$ cat src/rtl/even_odd_pkg.sv
// Shared constants for the even/odd classification stream.
// Mode encodings and parameter defaults used by the top and the counter sub-module.
package even_odd_pkg;

    localparam logic MODE_LSB    = 1'b0;
    localparam logic MODE_PARITY = 1'b1;

    localparam int WIDTH_DEFAULT = 4;
    localparam int CNT_W_DEFAULT = 8;

endpackage : even_odd_pkg

$ cat src/rtl/sat_counter.sv
// Saturating up-counter with synchronous clear.
// Clear and increment in the same cycle restart the count at 1.
module sat_counter
    import even_odd_pkg::*;
#(
    parameter int CNT_W = CNT_W_DEFAULT
) (
    input  logic             clk,
    input  logic             rst_n,
    input  logic             clr,
    input  logic             inc,
    output logic [CNT_W-1:0] q
);

    localparam logic [CNT_W-1:0] CNT_MAX = '1;
    localparam logic [CNT_W-1:0] CNT_ONE = CNT_W'(1);

    function automatic logic [CNT_W-1:0] sat_inc(input logic [CNT_W-1:0] v);
        return (v == CNT_MAX) ? v : v + CNT_ONE;
    endfunction

    logic [CNT_W-1:0] cnt_d;
    logic [CNT_W-1:0] cnt_q;

    always_comb begin
        cnt_d = cnt_q;
        if (clr) begin
            cnt_d = inc ? CNT_ONE : '0;
        end else if (inc) begin
            cnt_d = sat_inc(cnt_q);
        end
    end

    always_ff @(posedge clk or negedge rst_n) begin
        if (!rst_n) begin
            cnt_q <= '0;
        end else begin
            cnt_q <= cnt_d;
        end
    end

    assign q = cnt_q;

endmodule : sat_counter

$ cat src/rtl/even_odd_stream.sv
// Classifies each accepted word as even or odd (by LSB or by word parity) into a
// one-entry output register with valid/ready handshake, and keeps per-class counts.
module even_odd_stream
    import even_odd_pkg::*;
#(
    parameter int WIDTH = WIDTH_DEFAULT,
    parameter int CNT_W = CNT_W_DEFAULT
) (
    input  logic             clk,
    input  logic             rst_n,
    input  logic             clr,
    input  logic             in_valid,
    output logic             in_ready,
    input  logic [WIDTH-1:0] in_data,
    input  logic             in_mode,
    output logic             out_valid,
    input  logic             out_ready,
    output logic [WIDTH-1:0] out_data,
    output logic             out_even,
    output logic             out_odd,
    output logic [CNT_W-1:0] even_cnt,
    output logic [CNT_W-1:0] odd_cnt
);

    logic             out_valid_d, out_valid_q;
    logic [WIDTH-1:0] out_data_d,  out_data_q;
    logic             out_even_d,  out_even_q;
    logic             accept;
    logic             in_even;

    // Ready depends only on the output register state, never on in_valid.
    assign in_ready = !out_valid_q || out_ready;
    assign accept   = in_valid && in_ready;

    always_comb begin
        in_even = ~in_data[0];
        if (in_mode == MODE_PARITY) begin
            in_even = ~(^in_data);
        end
    end

    always_comb begin
        out_valid_d = out_valid_q;
        out_data_d  = out_data_q;
        out_even_d  = out_even_q;
        if (accept) begin
            out_valid_d = 1'b1;
            out_data_d  = in_data;
            out_even_d  = in_even;
        end else if (out_ready) begin
            out_valid_d = 1'b0;
        end
    end

    always_ff @(posedge clk or negedge rst_n) begin
        if (!rst_n) begin
            out_valid_q <= 1'b0;
            out_data_q  <= '0;
            out_even_q  <= 1'b1;
        end else begin
            out_valid_q <= out_valid_d;
            out_data_q  <= out_data_d;
            out_even_q  <= out_even_d;
        end
    end

    assign out_valid = out_valid_q;
    assign out_data  = out_data_q;
    assign out_even  = out_even_q;
    assign out_odd   = ~out_even_q;

    // Counters track acceptance, independent of the output handshake.
    sat_counter #(.CNT_W(CNT_W)) u_even_cnt (
        .clk   (clk),
        .rst_n (rst_n),
        .clr   (clr),
        .inc   (accept && in_even),
        .q     (even_cnt)
    );

    sat_counter #(.CNT_W(CNT_W)) u_odd_cnt (
        .clk   (clk),
        .rst_n (rst_n),
        .clr   (clr),
        .inc   (accept && !in_even),
        .q     (odd_cnt)
    );

endmodule : even_odd_stream

$ cat config.mk
export PLATFORM = sky130hd
export DESIGN_NAME = even_odd_stream
export DESIGN_NICKNAME = d
export VERILOG_FILES = /design/src/rtl/even_odd_pkg.sv /design/src/rtl/sat_counter.sv /design/src/rtl/even_odd_stream.sv
export SDC_FILE = /design/constraint.sdc
export NUM_CORES = 1
export LEC_CHECK = 0
export CAP_MARGIN = 20
export CELL_PAD_IN_SITES_DETAIL_PLACEMENT = 1
export CELL_PAD_IN_SITES_GLOBAL_PLACEMENT = 1
export CORE_ASPECT_RATIO = 1.25
export CORE_UTILIZATION = 25
export DETAILED_ROUTE_END_ITERATION = 7
export HOLD_SLACK_MARGIN = 0.1
export PLACE_DENSITY = 0.64
export SLEW_MARGIN = 10
export SYNTH_ARGS = -nofsm -noshare
export SYNTH_HDL_FRONTEND = slang
export SYNTH_SLANG_ARGS = --single-unit
$ cat constraint.sdc
create_clock -name clk -period 1.7 [get_ports clk]
set_input_delay 0.34 -clock clk [delete_from_list [all_inputs] [get_ports clk]]
set_output_delay 0.34 -clock clk [all_outputs]
set_load 0.005 [all_outputs]
==> results.txt <==
Seq/Total Area, Yosys -> 0.4537
Die Footprint -> 5150 um^2
failing checks -> negative setup slack
EDFF count, synth -> 0
drt first pass iters -> 4
non-filler cells, final -> 244
slowest cell delay on critical path -> 550 ps
worst slew margin relative to its limit -> 0.7836
clk slew on worst S/H paths -> 80 ps
post-synth top area share -> 0.4321
syn_nets -> 136
CTS sink cnt -> 22
placer congestion estimate -> 0.7258
fill cell count -> 551
DRT iter0 DRCs -> 71
Avg Cell Area, Syn -> 9.808 um^2
final hold viol count -> 0
vias in the first global route -> 1289
dpl cells -> 237
initial antenna violation count -> 0
Tcrit/Tclk final -> 1.007
P_leak -> 0.8288 nW
fmax -> 0.5844 GHz
Max Buffers Root-to-Sink -> 2
CP Buf/Inv Count -> 1
first-pass GRT wire length -> 6285 um
largest net degree at the start of global routing -> 23
Worst setup SP type -> input pin
status -> finished with violations
aggregate global-route resource usage -> 0.1562
IO Pins -> 34
GR Overflow Total -> 0
post-route antenna net violation count -> 0
H-Tree Depth -> 1
nets -> 197
critical path class -> in2reg
# DRC -> 0
critical path's top delay family -> simple AND/OR/NAND/NOR gates
vias -> 1207
Critical Path, Cell by Cell -> buf_6 -> xnor3_2 -> o21ai_4 -> nand3_4 -> or4_4 -> a21oi_2
final WL -> 3759 um
Slew Limit Fails -> 0
critical path capture point type -> flip-flop
number of cell rows -> 28
post-route cell area -> 1994 um^2
clock latency on the worst-skew pair -> 270 ps
max cap viols -> 0
top_reg_cell synth -> dfrtp_1
Synth area leader -> dfrtp_1
worst-margin pin slew -> 321.9 ps
Core ar. -> 4695 um^2
Peak VDD IR -> 0.0002800 V
minimum clock period -> 1711 ps
slowest stage cell, crit path -> or4_4
RSZ-0062 raised after global routing -> yes
Die H -> 79.98 um
Setup WS pre-CTS -> -779.6 ps
Detail Placement HPWL -> 2754 um
top post-synthesis cells by area -> dfrtp_1 (43%), a21oi_1 (4.9%), or4_1 (4.9%)
hold_ws -> 311.0 ps
clock skew -> 8.034 ps
Antenna diodes -> 0
Cell Area, Placed -> 1799 um^2
Die W -> 64.39 um
data required time of the worst path -> 1900 ps
Power Total -> 1.238 mW
Mapped Area -> 1216 um^2
TritonCTS clock tree -> yes
DR WL/cell -> 15.41 um
Distinct cells, synth -> 39
IO Port Bufs -> 33
Max FO, Critical Path -> 7
Synth Register Bits -> 22
P&R area growth vs syn -> 63.99%
Syn. warnings -> 0
CP arrival -> 1910 ps
Starting Density -> 0.2591
Clock Root Buffer -> clkbuf_8
Via density -> 4.947
Mapped Cells -> 124
Worst Hold Class -> in2reg
layout cell share with drive strength beyond 1 -> 0.3587
CTS buffer count -> 3
Power Density -> 620.7 nW/um^2
final setup violation count -> 2
Worst Setup Slack, final -> -11.08 ps
async set or reset register ratio after synthesis -> 1.000
metrics by stage:
step | TNS (ps) | utilization
after floorplan | -655.0 | -
after global placement | -10790 | 0.3833
after detailed placement | -11650 | 0.3833
after CTS | -0.1912 | 0.4070
after global routing | -198.7 | 0.4248
final | -19.87 | 0.4248
cell usage after synthesis, types with 2 or more instances:
library cell / number
a21oi_1: 12
nand3_1: 5
or4_1: 8
o21ai_0: 3
clkbuf_1: 4
ha_1: 2
nor3_1: 3
mux2_2: 4
and2_1: 3
nand3b_1: 2
dfrtp_1: 21
nand2_1: 12
and3_1: 4
inv_1: 5
nand2b_1: 2
nor2_1: 5
o31ai_1: 7
cell usage in the layout (no fill, tap or decap), types with 2 or more instances in the layout:
master           count
a21oi_1              7
a21oi_2              4
and2_1               2
and3_1               2
and3_4               2
buf_4               28
buf_6                3
clkbuf_8             3
clkdlybuf4s50_1     26
dfrtp_1             21
dlygate4sd2_1        3
inv_1                4
mux2_2               4
nand2_1             11
nand3_1              4
nand3b_1             2
nor2_1               4
nor3_1               2
o21ai_0              3
o21ai_4              2
o31ai_1              6
or4_1                4
or4_4                4
cell families (layout without fill, tap and decap cells):
kind of cell,after synthesis,count (layout),synth area share
XOR/XNOR,1,1,0.01955
adder cells (fa/ha/maj),2,2,0.02057
AO/OA/AOI/OAI,34,34,0.1883
buffers and inverters,11,71,0.04321
flip-flops,22,22,0.4537
multiplexers,4,4,0.03703
AND/OR/NAND/NOR,50,50,0.2377
layout make-up:
| cell class | instances | area (um^2) | share of cell area |
|---|---|---|---|
| Timing Repair Buffer | 62 | 553.0 | 0.2773 |
| Clock buffer | 4 | 45.04 | 0.02258 |
| Tap cell | 60 | 75.07 | 0.03764 |
| Inverter | 5 | 18.77 | 0.009410 |
| Sequential cell | 22 | 551.8 | 0.2767 |
| Multi-Input combinational cell | 91 | 750.7 | 0.3764 |
power by group:
part / leakage (nW) / switching (mW) / internal [mW]
sequential: 0.289 / 0.0206 / 0.557
clock: 0.0228 / 0.173 / 0.167
combinational: 0.517 / 0.140 / 0.180
per-layer routing:
layer / share of wire / vias to the layer above / track usage / wire [um]
met5: 0 / - / 0 / 0
met4: 0.010 / 0 / 0.03333 / 38
met3: 0.022 / 4 / 0.01714 / 81
met2: 0.56 / 20 / 0.2905 / 2087
met1: 0.41 / 600 / 0.1902 / 1552
li1: - / 583 / - / -
path summary, 6_finish.rpt:
check                           startpoint         endpoint  slack (ps)  depth (start not counted)
max reg2reg                u_even_cnt.q[0]  u_even_cnt.q[5]          50                          5
max                             in_data[2]  u_even_cnt.q[2]         -10                          6
min                             in_data[2]      out_data[2]         310                          2
max in group asynchronous            rst_n         out_even         990                          2
min reg2reg                    out_data[0]      out_data[0]         490                          2
min in group asynchronous            rst_n  u_even_cnt.q[7]         430                          2
flip-flops by register name (all words and copies together) (netlist names):
name          flops
u_even_cnt.q      8
u_odd_cnt.q       8
out_data          4
out_even          1
out_valid         1
worst register-to-register path, stage by stage, from the launching register on:
cell and delay, ps:
dfrtp_1 420, ha_4 180, and3_4 180, and3_4 200
or4_4 480, a21oi_2 130
timing repair:
action	4_1_cts	5_1_grt
buffers inserted	1	2
pin swaps	11	5
setup endpoints to repair	18	13
resized for setup	30	15
hold buffers	0	0
cloned	0	0
Power figures use the tool's default switching activity.
